===== config.mk =====
export PLATFORM = sky130hd
export DESIGN_NAME = write_ctl
export DESIGN_NICKNAME = d
export VERILOG_FILES = /design/src/rtl/write_ctl.sv
export SDC_FILE = /design/constraint.sdc
export NUM_CORES = 1
export LEC_CHECK = 0
export BUFFER_PORTS_ARGS = -buffer_cell sky130_fd_sc_hd__buf_2
export CORE_MARGIN = 2
export CORE_UTILIZATION = 60
export DETAILED_ROUTE_END_ITERATION = 8
export PLACE_DENSITY = 0.84
export SLEW_MARGIN = 20
export SYNTH_ARGS = -nofsm -noshare
export SYNTH_HDL_FRONTEND = slang
export SYNTH_SLANG_ARGS = --single-unit

===== constraint.sdc =====
create_clock -name clk_i -period 3.45 [get_ports clk_i]
set_input_delay 0.345 -clock clk_i [delete_from_list [all_inputs] [get_ports clk_i]]
set_output_delay 0.345 -clock clk_i [all_outputs]
set_load 0.1 [all_outputs]

===== src/rtl/write_ctl.sv =====
// write_ctl: parses 3-byte {cmd, adr, dat} records from a byte stream,
// runs one stb/we/ack bus cycle per record and reports the outcome as a
// one-cycle {ack, adr, dat} response record.
module write_ctl #(
   parameter int ACK_TIMEOUT  = 255,
   parameter int BYTE_TIMEOUT = 65535
) (
   input  logic       clk_i,
   input  logic       rst_i,
   input  logic [7:0] rx_data,
   input  logic       rx_valid,
   output logic [7:0] adr_o,
   output logic [7:0] dat_o,
   output logic       stb_o,
   output logic       we_o,
   input  logic       ack_i,
   input  logic [7:0] dat_i,
   output logic       resp_valid,
   output logic       resp_ack,
   output logic [7:0] resp_adr,
   output logic [7:0] resp_dat,
   output logic       err_frame,
   output logic       overrun,
   output logic       busy
);

   typedef enum logic [1:0] {
      S_CMD = 2'd0,
      S_ADR = 2'd1,
      S_DAT = 2'd2,
      S_BUS = 2'd3
   } state_t;

   // Terminal counts: a counter value of N-1 marks the Nth counted cycle.
   localparam logic [15:0] ACK_LAST  = 16'(ACK_TIMEOUT - 1);
   localparam logic [15:0] BYTE_LAST = 16'(BYTE_TIMEOUT - 1);

   state_t      state_q, state_d;
   logic        we_q, we_d;             // latched cmd bit0
   logic [7:0]  adr_q, adr_d;           // latched address byte
   logic [7:0]  dat_q, dat_d;           // latched data byte
   logic [15:0] wait_q, wait_d;         // stb_o-high cycle counter
   logic [15:0] idle_q, idle_d;         // inter-byte idle counter
   logic [7:0]  adr_o_q, adr_o_d;
   logic [7:0]  dat_o_q, dat_o_d;
   logic        stb_q, stb_d;
   logic        we_o_q, we_o_d;
   logic        resp_valid_q, resp_valid_d;
   logic        resp_ack_q, resp_ack_d;
   logic [7:0]  resp_adr_q, resp_adr_d;
   logic [7:0]  resp_dat_q, resp_dat_d;
   logic        err_frame_q, err_frame_d;
   logic        overrun_q, overrun_d;
   logic        busy_q, busy_d;

   // Next-state and registered-output computation for the record parser and bus master.
   always_comb begin
      state_d      = state_q;
      we_d         = we_q;
      adr_d        = adr_q;
      dat_d        = dat_q;
      wait_d       = wait_q;
      idle_d       = idle_q;
      adr_o_d      = adr_o_q;
      dat_o_d      = dat_o_q;
      stb_d        = stb_q;
      we_o_d       = we_o_q;
      resp_valid_d = 1'b0;
      resp_ack_d   = resp_ack_q;
      resp_adr_d   = resp_adr_q;
      resp_dat_d   = resp_dat_q;
      err_frame_d  = 1'b0;
      overrun_d    = 1'b0;

      case (state_q)
         S_CMD: begin
            if (rx_valid) begin
               if (rx_data[7:1] == 7'd0) begin
                  we_d    = rx_data[0];
                  idle_d  = 16'd0;
                  state_d = S_ADR;
               end else begin
                  err_frame_d = 1'b1;
               end
            end else begin
               idle_d = 16'd0;
            end
         end

         S_ADR: begin
            if (rx_valid) begin
               adr_d   = rx_data;
               idle_d  = 16'd0;
               state_d = S_DAT;
            end else if (idle_q == BYTE_LAST) begin
               // Stream went quiet mid-record: drop the partial record.
               err_frame_d = 1'b1;
               idle_d      = 16'd0;
               state_d     = S_CMD;
            end else begin
               idle_d = idle_q + 16'd1;
            end
         end

         S_DAT: begin
            if (rx_valid) begin
               dat_d   = rx_data;
               idle_d  = 16'd0;
               wait_d  = 16'd0;
               stb_d   = 1'b1;
               we_o_d  = we_q;
               adr_o_d = adr_q;
               dat_o_d = rx_data;
               state_d = S_BUS;
            end else if (idle_q == BYTE_LAST) begin
               err_frame_d = 1'b1;
               idle_d      = 16'd0;
               state_d     = S_CMD;
            end else begin
               idle_d = idle_q + 16'd1;
            end
         end

         S_BUS: begin
            // Bytes arriving during the bus cycle are dropped, not queued.
            overrun_d = rx_valid;
            if (ack_i) begin
               // Ack is checked first so it wins over a coincident timeout.
               stb_d        = 1'b0;
               we_o_d       = 1'b0;
               wait_d       = 16'd0;
               resp_valid_d = 1'b1;
               resp_ack_d   = 1'b1;
               resp_adr_d   = adr_q;
               resp_dat_d   = we_q ? dat_q : dat_i;
               state_d      = S_CMD;
            end else if (wait_q == ACK_LAST) begin
               stb_d        = 1'b0;
               we_o_d       = 1'b0;
               wait_d       = 16'd0;
               resp_valid_d = 1'b1;
               resp_ack_d   = 1'b0;
               resp_adr_d   = adr_q;
               resp_dat_d   = 8'h00;
               state_d      = S_CMD;
            end else begin
               wait_d = wait_q + 16'd1;
            end
         end

         default: begin
            stb_d   = 1'b0;
            we_o_d  = 1'b0;
            wait_d  = 16'd0;
            idle_d  = 16'd0;
            state_d = S_CMD;
         end
      endcase

      busy_d = (state_d != S_CMD);
   end

   // State and output registers with synchronous active-high reset.
   always_ff @(posedge clk_i) begin
      if (rst_i) begin
         state_q      <= S_CMD;
         we_q         <= 1'b0;
         adr_q        <= 8'h00;
         dat_q        <= 8'h00;
         wait_q       <= 16'd0;
         idle_q       <= 16'd0;
         adr_o_q      <= 8'h00;
         dat_o_q      <= 8'h00;
         stb_q        <= 1'b0;
         we_o_q       <= 1'b0;
         resp_valid_q <= 1'b0;
         resp_ack_q   <= 1'b0;
         resp_adr_q   <= 8'h00;
         resp_dat_q   <= 8'h00;
         err_frame_q  <= 1'b0;
         overrun_q    <= 1'b0;
         busy_q       <= 1'b0;
      end else begin
         state_q      <= state_d;
         we_q         <= we_d;
         adr_q        <= adr_d;
         dat_q        <= dat_d;
         wait_q       <= wait_d;
         idle_q       <= idle_d;
         adr_o_q      <= adr_o_d;
         dat_o_q      <= dat_o_d;
         stb_q        <= stb_d;
         we_o_q       <= we_o_d;
         resp_valid_q <= resp_valid_d;
         resp_ack_q   <= resp_ack_d;
         resp_adr_q   <= resp_adr_d;
         resp_dat_q   <= resp_dat_d;
         err_frame_q  <= err_frame_d;
         overrun_q    <= overrun_d;
         busy_q       <= busy_d;
      end
   end

   assign adr_o      = adr_o_q;
   assign dat_o      = dat_o_q;
   assign stb_o      = stb_q;
   assign we_o       = we_o_q;
   assign resp_valid = resp_valid_q;
   assign resp_ack   = resp_ack_q;
   assign resp_adr   = resp_adr_q;
   assign resp_dat   = resp_dat_q;
   assign err_frame  = err_frame_q;
   assign overrun    = overrun_q;
   assign busy       = busy_q;

endmodule


==> results of run 1 <==
[per-layer routing]
metal	GRT usage [%]	share of wire (%)	up-vias
li1	-	-	1529
met1	30.3	45	1394
met3	5.00	5.8	20
met2	39.0	47	96
met4	14.4	2.5	0
met5	0	0	-
[worst paths after layout]
check | from | end | cells after the start
max reg2reg | wait_q[1]$_SDFFE_PP0P_ | wait_q[2]$_SDFFE_PP0P_ | 6
min reg2reg | resp_dat[2]$_SDFFE_PP0P_ | resp_dat[2]$_SDFFE_PP0P_ | 2
max | wait_q[1]$_SDFFE_PP0P_ | wait_q[2]$_SDFFE_PP0P_ | 6
min | rx_data[5] | dat_o[5]$_SDFFE_PP0P_ | 3
[cells in the mapped netlist (all sizes together), types with 2 or more instances]
master	count
a21oi	38
a32o	2
and2	3
and3	3
and4	5
buf	5
clkbuf	17
dfxtp	82
ha	9
inv	8
mux2	9
mux2i	9
nand2	71
nand3	26
nand4	8
nor2	49
nor3	12
nor4	8
nor4b	2
o21ai	5
or2	3
or3	2
xnor2	26
xor2	2
[sequential cells by signal, indices dropped and copies added, names as in the netlist, 2 cells and up]
name	flops
idle_q	16
wait_q	16
adr_o	8
adr_q	8
dat_o	8
resp_adr	8
resp_dat	8
state_q	2
[cell usage in the layout (no fill, tap or decap), drive strengths merged, types with 2 or more instances in the layout]
| master | instances |
|---|---|
| xor2 | 2 |
| xnor2 | 26 |
| mux2i | 9 |
| a32o | 2 |
| a21oi | 38 |
| o21ai | 5 |
| mux2 | 9 |
| nand3 | 26 |
| ha | 9 |
| clkinv | 3 |
| nor4 | 8 |
| and4 | 5 |
| nor2 | 49 |
| nor3 | 12 |
| nand2 | 71 |
| nand4 | 8 |
| nor4b | 2 |
| or3 | 2 |
| bufinv | 2 |
| dfxtp | 82 |
| clkbuf | 10 |
| and2 | 3 |
| or2 | 3 |
| buf | 61 |
| and3 | 3 |
| inv | 8 |
[power by group through the flow]
stage	Combinational, mW	Sequential (mW)	Clock (mW)
5_1_grt	0.160	0.969	0.824
4_1_cts	0.146	0.967	0.785
2_1_floorplan	0.0842	1.01	0
3_5_place_dp	0.144	0.989	0
3_3_place_gp	0.142	0.989	0
6_report	0.146	0.968	0.784
[cell families (layout without fill, tap and decap cells)]
kind of cell    after synthesis  count (layout)  share of synthesized area, %
compound gates               53              53                          9.08
xor+xnor                     28              28                          6.90
fa+ha+maj                     9               9                          3.17
buf+inv                      30              85                          3.34
flops                        82              82                          46.2
mux                          18              18                          5.38
simple gates                198             198                          26.0
[worst max-delay path: stages, from the launching register on]
cell     delay, ns
dfxtp_1       0.42
ha_1          0.17
or4b_4        0.48
o41ai_4       0.41
nand2_1       0.13
nand2_1       0.46
nor2_1        0.11
[metrics by stage]
stage | area, um2 | setup slack, ns
CTS | 4100 | 1.16
global route | 4100 | 0.979
floorplan | 3560 | 1.43
detailed placement | 3870 | 0.805
finish | 4100 | 1.13
global placement | 3870 | 0.950
[layout make-up]
class                      count  area, um2
multi-input combinational    306       1800
fill                         457       1710
sequential                    82       1640
timing repair buffer          61        313
clock buffer                  10        138
tap                           75       93.8
clock inverter                 6       90.1
inverter                       8       30.0
==> results.sh, run 1 <==
export IMPL_required_ns=3.67
export IMPL_worst_setup_path_type="reg -> reg"
export IMPL_final_util_pct=70.5
export IMPL_rsz0062_at_grt="no"
export IMPL_synth_seq_area_share_pct=46.2
export IMPL_cellPowerDensity_nw_per_um2=463
export IMPL_cp_arrival_ns=2.54
export IMPL_slew_viol_final=0
export IMPL_area_delta_synth_final_pct=15.3
export IMPL_p_leak_nw=1.59
export IMPL_fmax_mhz=431
export IMPL_cts_sinks=82
export IMPL_ctsResizeCount=0
export IMPL_ys_flop_type="dfxtp_1"
export IMPL_switching_power_uw=468
export IMPL_p_comb_share_pct=7.7
export IMPL_setup_viol=0
export IMPL_postCtsSetupRepairBufs=0
export IMPL_coreArea_um2=5820
export IMPL_power_share_clock_pct=41.3
export IMPL_drtIter0Drc=205
export IMPL_internal_power_mw=1.43
export IMPL_reg2reg_slack_ns=1.13
export IMPL_yosysUniqueCellTypes=44
export IMPL_cts_inserted_buffers=9
export IMPL_synth_edf_count=0
export IMPL_io_buffers=58
export IMPL_htreeDepth=3
export IMPL_tightestPinTransition_ns=1.06
export IMPL_timing_slew_headroom_pct=29.6
export IMPL_path_clk_slew_ns=0.09
export IMPL_clk_path_buf_depth=2
export IMPL_peakVddDrop_v=0.000326
export IMPL_ant_nets=0
export IMPL_hold_buffers=0
export IMPL_critPathLaunchType="flip-flop"
export IMPL_power_mw=1.90
export IMPL_drc=0
export IMPL_postSynthAreaPerCell_um2=8.51
export IMPL_initial_core_util_pct=61.1
export IMPL_crit_fanout=17
export IMPL_mappedNetlistArea_um2=3560
export IMPL_wire_per_inst_um=14.5
export IMPL_die_area_um2=6560
export IMPL_diodes=0
export IMPL_synth_seq_cells=82
export IMPL_grt_pass1_wl_um=12500
export IMPL_dp_hpwl_um=5360
export IMPL_nets=497
export IMPL_cap_violations=0
export IMPL_die_w_um=81.0
export IMPL_cts_root_buf="clkbuf_8"
export IMPL_cts_tree="done"
export IMPL_place_gp_congestion=0.810
export IMPL_routed_wirelength_um=7950
export IMPL_tns_ns=0
export IMPL_status="finished, final reports clean"
export IMPL_synthArstFlopShare_pct=0
export IMPL_synthCells=418
export IMPL_synthTopCellsByArea="dfxtp_1, nand2_1, xnor2_1"
export IMPL_vias_per_cell=5.55
export IMPL_seqPwrFrac_pct=51.0
export IMPL_grtUsageTotal_pct=24.4
export IMPL_fp_row_count=28
export IMPL_worst_clock_skew_ns=0.0136
export IMPL_first_global_vias=2815
export IMPL_io_pins=59
export IMPL_firstDrtPassIters=4
export IMPL_vias=3039
export IMPL_place_inst=532
export IMPL_synth_area_leader_cell="dfxtp_1"
export IMPL_clkLatencyLatePin_ns=0.36
export IMPL_min_path_type="in -> reg"
export IMPL_grt_overflow_total=0
export IMPL_ys_warn_count=0
export IMPL_hold_slack_ns=0.250
export IMPL_grt_max_degree=50
export IMPL_swShare_pct=24.7
export IMPL_hold_violations=0
export IMPL_final_min_clock_period_ns=2.32
export IMPL_die_y_um=81.0
export IMPL_synth_nets=447
export IMPL_drive_gt1_share_pct=19.5
export IMPL_end_kind="flip-flop"
export IMPL_synth_top_area_share_pct=46.2
export IMPL_antenna_found_initial=0
export IMPL_final_cells=548
export IMPL_final_period_utilization_pct=67.2
(Power assumes the default switching activity.)
==> run 2: changes to the inputs <==
CORE_UTILIZATION = 50   (was 60)
PLACE_DENSITY = 0.75   (was 0.84)
clock period = 2.05 ns   (was 3.45 ns; I/O delays follow)
==> run 2 against run 1 <==
Effect of this change: the flow now finishes with violations (setup timing); wire length up 2.5%; flip-flop and latch count unchanged; critical path depth rose by 1; core utilization shrank 8.0 points; sequential share of layout area decreased by 1.5 points; clock skew decreased by 0.0028 ns; first-iteration DRC count fell by 28%; worst hold slack got worse by 0.15 ns; non-clock buffer count up 12; critical endpoint is now busy$_SDFF_PP0_; largest power group unchanged; highest routed layer unchanged.
==> results.sh, run 2 (synthesized netlist as in run 1, its figures left out) <==
export IMPL_status="finished with violations"
export IMPL_violations="setup timing"
export IMPL_critPathLaunchType="flip-flop"
export IMPL_reg_top3="idle_q (16), wait_q (16)"
export IMPL_vias_per_cell=5.36
export IMPL_grtUsageTotal_pct=21.3
export IMPL_worst_setup_path_type="reg -> reg"
export IMPL_cts_tree="done"
export IMPL_layout_setup_ws_ns=-0.00388
export IMPL_tns_ns=-0.00388
export IMPL_place_gp_congestion=0.802
export IMPL_diodes=0
export IMPL_drc=0
export IMPL_dp_hpwl_um=5610
export IMPL_end_kind="flip-flop"
export IMPL_grt_overflow_total=0
export IMPL_die_y_um=88.3
export IMPL_final_min_clock_period_ns=2.05
export IMPL_initial_core_util_pct=52.1
export IMPL_io_pins=59
export IMPL_first_global_vias=2841
export IMPL_die_w_um=88.3
export IMPL_cts_root_buf="clkbuf_8"
export IMPL_final_period_utilization_pct=100
export IMPL_fillers=588
export IMPL_fp_row_count=30
export IMPL_drive_gt1_share_pct=22.1
export IMPL_io_buffers=58
export IMPL_slew_viol_final=0
export IMPL_min_path_type="in -> reg"
export IMPL_hold_violations=0
export IMPL_wire_per_inst_um=14.0
export IMPL_cap_violations=0
export IMPL_cts_sinks=82
export IMPL_area_delta_synth_final_pct=20.1
export IMPL_clkLatencyLatePin_ns=0.36
export IMPL_tightestPinTransition_ns=0.603
export IMPL_coreArea_um2=6830
export IMPL_grt_pass1_wl_um=13000
export IMPL_drtIter0Drc=148
export IMPL_final_cell_mix="dfxtp_1, nand2_1, buf_2"
export IMPL_vias=3113
export IMPL_nets=509
export IMPL_worst_clock_skew_ns=0.0108
export IMPL_finalInstanceArea_um2=4270
export IMPL_die_area_um2=7800
export IMPL_required_ns=2.30
export IMPL_rsz0062_at_grt="yes"
export IMPL_ant_nets=0
export IMPL_cp_arrival_ns=2.30
export IMPL_crit_fanout=5
export IMPL_worst_r2r_cell_count=7
export IMPL_layout_commonest_cell="dfxtp_1"
export IMPL_final_util_pct=62.5
export IMPL_routed_wirelength_um=8150
export IMPL_path_clk_slew_ns=0.08
export IMPL_cellPowerDensity_nw_per_um2=773
export IMPL_timing_slew_headroom_pct=59.7
export IMPL_firstDrtPassIters=4
export IMPL_placed_area_um2=4020
export IMPL_hold_path_depth=3
export IMPL_setup_viol=1
export IMPL_htreeDepth=3
export IMPL_p_leak_nw=1.66
export IMPL_clk_path_buf_depth=2
export IMPL_peakVddDrop_v=0.000769
export IMPL_cts_inserted_buffers=9
export IMPL_fmax_mhz=487
export IMPL_antenna_found_initial=0
export IMPL_grt_max_degree=28
-- run 2: worst max-delay path: stages (launching register included) --
cell     delay (ns)
dfxtp_2        0.32
inv_1          0.05
ha_1           0.16
or4b_4         0.50
o41ai_4        0.32
mux2i_1        0.13
a32o_2         0.28
or2_1          0.19
-- run 2: through the flow --
stage	hold slack (ns)	total power [mW]	cells	setup WS, ns
final	0.105	3.30	581	-0.00388
after global routing	0.111	3.40	581	-0.0910
after CTS	0.0884	3.33	581	0.00179
after detailed placement	0.443	1.93	565	-0.0121
after global placement	0.437	1.92	565	0.0352
after floorplan	0.341	1.85	418	0.0326
-- run 2: final cells by class --
type,instances,area (um2),area share (%)
well taps,96,120,2.81
repair buffers,73,428,10.0
multi-input cells,306,1810,42.3
clock buffers,10,128,2.99
inverters,8,30.0,0.703
flip-flops and latches,82,1640,38.5
clock inverters,6,114,2.67
-- run 2: power by group --
part           switching, mW  internal (mW)  total, mW
combinational          0.178         0.0840      0.262
sequential            0.0173           1.61       1.63
clock                  0.597          0.813       1.41
total                  0.792           2.51       3.30
-- run 2: layer usage --
metal | track usage (%) | vias to the layer above | part of all wire, %
li1 | - | 1558 | -
met1 | 27.5 | 1467 | 45
met2 | 34.4 | 76 | 48
met3 | 5.22 | 12 | 4.5
met4 | 8.54 | 0 | 1.7
met5 | 0 | - | 0
-- run 2: path summary, 6_finish.rpt --
path / end / from / slack [ns]
setup / recovery: busy$_SDFF_PP0_ / wait_q[0]$_SDFFE_PP0P_ / -0.004
setup reg to reg: busy$_SDFF_PP0_ / wait_q[0]$_SDFFE_PP0P_ / -0.004
hold / removal: dat_o[4]$_SDFFE_PP0P_ / rx_data[4] / 0.10
hold reg to reg: adr_o[0]$_SDFFE_PP0P_ / adr_o[0]$_SDFFE_PP0P_ / 0.45
-- run 2: timing repair --
item                       in CTS  in global routing
gates resized for setup         1                  4
pin swaps                       1                  0
setup endpoints to repair       1                 21
hold buffers                    0                  0
setup buffers                   0                  0
==> run 3: changes to the inputs <==
SKIP_CTS_REPAIR_TIMING = 1   (was default)
==> run 3 against run 2 <==
Effect of this change: the run now ends clean; clock-buffer cell count is the same; fmax up 0.33%; clock skew is essentially flat; sequential share of layout area is 0.058 points lower; first-iteration DRC count grew 14%; clock power hardly changed; critical path depth unchanged; global-route usage is 0.12 points lower; total power down 0.14%; register-to-register slack about the same.
==> results.sh, run 3 (synthesized netlist as in run 1, its figures left out) <==
export IMPL_dp_hpwl_um=5610
export IMPL_clk_path_buf_depth=2
export IMPL_hold_path_depth=3
export IMPL_hold_slack_ns=0.105
export IMPL_drive_gt1_share_pct=23.1
export IMPL_min_from="rx_data[4]"
export IMPL_cts_tree="done"
export IMPL_crit_fanout=5
export IMPL_die_y_um=88.3
export IMPL_multi_input_area_um2=1820
export IMPL_htreeDepth=3
export IMPL_io_pins=59
export IMPL_wire_per_inst_um=14.1
export IMPL_routed_wirelength_um=8220
export IMPL_slew_viol_final=0
export IMPL_final_cell_mix="dfxtp_1, nand2_1, buf_2"
export IMPL_drtIter0Drc=168
export IMPL_clkLatencyLatePin_ns=0.36
export IMPL_fillers=585
export IMPL_vias=3106
export IMPL_p_leak_nw=1.67
export IMPL_worst_r2r_endpoint="busy$_SDFF_PP0_"
export IMPL_r2r_start="wait_q[0]$_SDFFE_PP0P_"
export IMPL_cp_arrival_ns=2.30
export IMPL_swShare_pct=23.9
export IMPL_timing_slew_headroom_pct=61.4
export IMPL_fmax_mhz=489
export IMPL_reg_top3="idle_q (16), wait_q (16)"
export IMPL_cellPowerDensity_nw_per_um2=769
export IMPL_cts_root_buf="clkbuf_8"
export IMPL_diodes=0
export IMPL_firstDrtPassIters=4
export IMPL_cap_violations=0
export IMPL_seqPwrFrac_pct=49.4
export IMPL_io_buffers=58
export IMPL_tightestPinTransition_ns=0.578
export IMPL_grt_pass1_wl_um=13000
export IMPL_end_kind="flip-flop"
export IMPL_reg2reg_slack_ns=0.003
export IMPL_fp_row_count=30
export IMPL_internal_power_mw=2.51
export IMPL_area_delta_synth_final_pct=20.6
export IMPL_p_comb_share_pct=7.9
export IMPL_peakVddDrop_v=0.000771
export IMPL_seq_area_um2=1650
export IMPL_coreArea_um2=6830
export IMPL_worst_clock_skew_ns=0.0109
export IMPL_critPathLaunchType="flip-flop"
export IMPL_status="finished, final reports clean"
export IMPL_final_period_utilization_pct=99.9
export IMPL_worst_setup_path_type="reg -> reg"
export IMPL_cts_sinks=82
export IMPL_hold_end="dat_o[4]$_SDFFE_PP0P_"
export IMPL_min_path_type="in -> reg"
export IMPL_drc=0
export IMPL_grt_overflow_total=0
export IMPL_grtUsageTotal_pct=21.2
export IMPL_first_global_vias=2846
export IMPL_antenna_found_initial=0
export IMPL_hold_violations=0
export IMPL_layout_commonest_cell="dfxtp_1"
export IMPL_place_gp_congestion=0.802
export IMPL_tns_ns=0
export IMPL_initial_core_util_pct=52.1
export IMPL_ant_nets=0
export IMPL_cts_inserted_buffers=9
export IMPL_die_area_um2=7800
export IMPL_switching_power_uw=788
export IMPL_die_w_um=88.3
export IMPL_nets=509
export IMPL_setup_viol=0
export IMPL_power_share_clock_pct=42.6
export IMPL_path_clk_slew_ns=0.08
export IMPL_grt_max_degree=28
export IMPL_vias_per_cell=5.35
export IMPL_required_ns=2.30
export IMPL_final_min_clock_period_ns=2.05
export IMPL_rsz0062_at_grt="yes"
export IMPL_final_util_pct=62.8
export IMPL_worst_r2r_cell_count=7
run 3: area by class of cell:
class | count | area share (%)
Clock buffer | 10 | 2.98
Timing Repair Buffer | 73 | 9.98
Inverter | 8 | 0.700
Sequential cell | 82 | 38.4
Tap cell | 96 | 2.80
Multi-Input combinational cell | 306 | 42.5
Clock inverter | 6 | 2.66
run 3: worst max path at each step:
stage / from / end / slack, ns / depth (start not counted)
floorplan: wait_q[0]$_SDFFE_PP0P_ / busy$_SDFF_PP0_ / 0.03 / 7
global placement: wait_q[0]$_SDFFE_PP0P_ / busy$_SDFF_PP0_ / 0.04 / 7
detailed placement: wait_q[0]$_SDFFE_PP0P_ / busy$_SDFF_PP0_ / -0.01 / 7
finish: wait_q[0]$_SDFFE_PP0P_ / busy$_SDFF_PP0_ / 0.003 / 7
global route: wait_q[2]$_SDFFE_PP0P_ / busy$_SDFF_PP0_ / -0.09 / 5
CTS: wait_q[0]$_SDFFE_PP0P_ / busy$_SDFF_PP0_ / -0.07 / 7
run 3: power groups by stage:
stage | sequential (mW) | clock, mW | combinational [mW]
finish | 1.63 | 1.41 | 0.262
global route | 1.63 | 1.48 | 0.287
CTS | 1.63 | 1.44 | 0.261
detailed placement | 1.67 | 0 | 0.258
global placement | 1.67 | 0 | 0.253
floorplan | 1.71 | 0 | 0.142
run 3: critical path, cell delays in order, from the launching register on:
cell     delay, ns
dfxtp_2       0.33
inv_2         0.06
ha_4          0.13
or4b_4        0.49
o41ai_4       0.31
mux2i_1       0.13
a32o_2        0.28
or2_1         0.21
run 3: per-layer routing:
layer | part of all wire [%] | global-route usage (%) | vias up
met5 | 0 | 0 | -
met4 | 2.0 | 8.95 | 0
met3 | 4.3 | 5.32 | 14
met2 | 49 | 33.9 | 77
met1 | 45 | 27.3 | 1458
li1 | - | - | 1557
run 3: per-stage QoR:
step                      power, mW  cells  area [um2]  setup slack, ns
after global placement         1.92    565        4020           0.0352
after CTS                      3.33    581        4260          -0.0741
after floorplan                1.85    418        3560           0.0326
after global routing           3.40    581        4290          -0.0865
final                          3.30    581        4290          0.00292
after detailed placement       1.93    565        4020          -0.0121
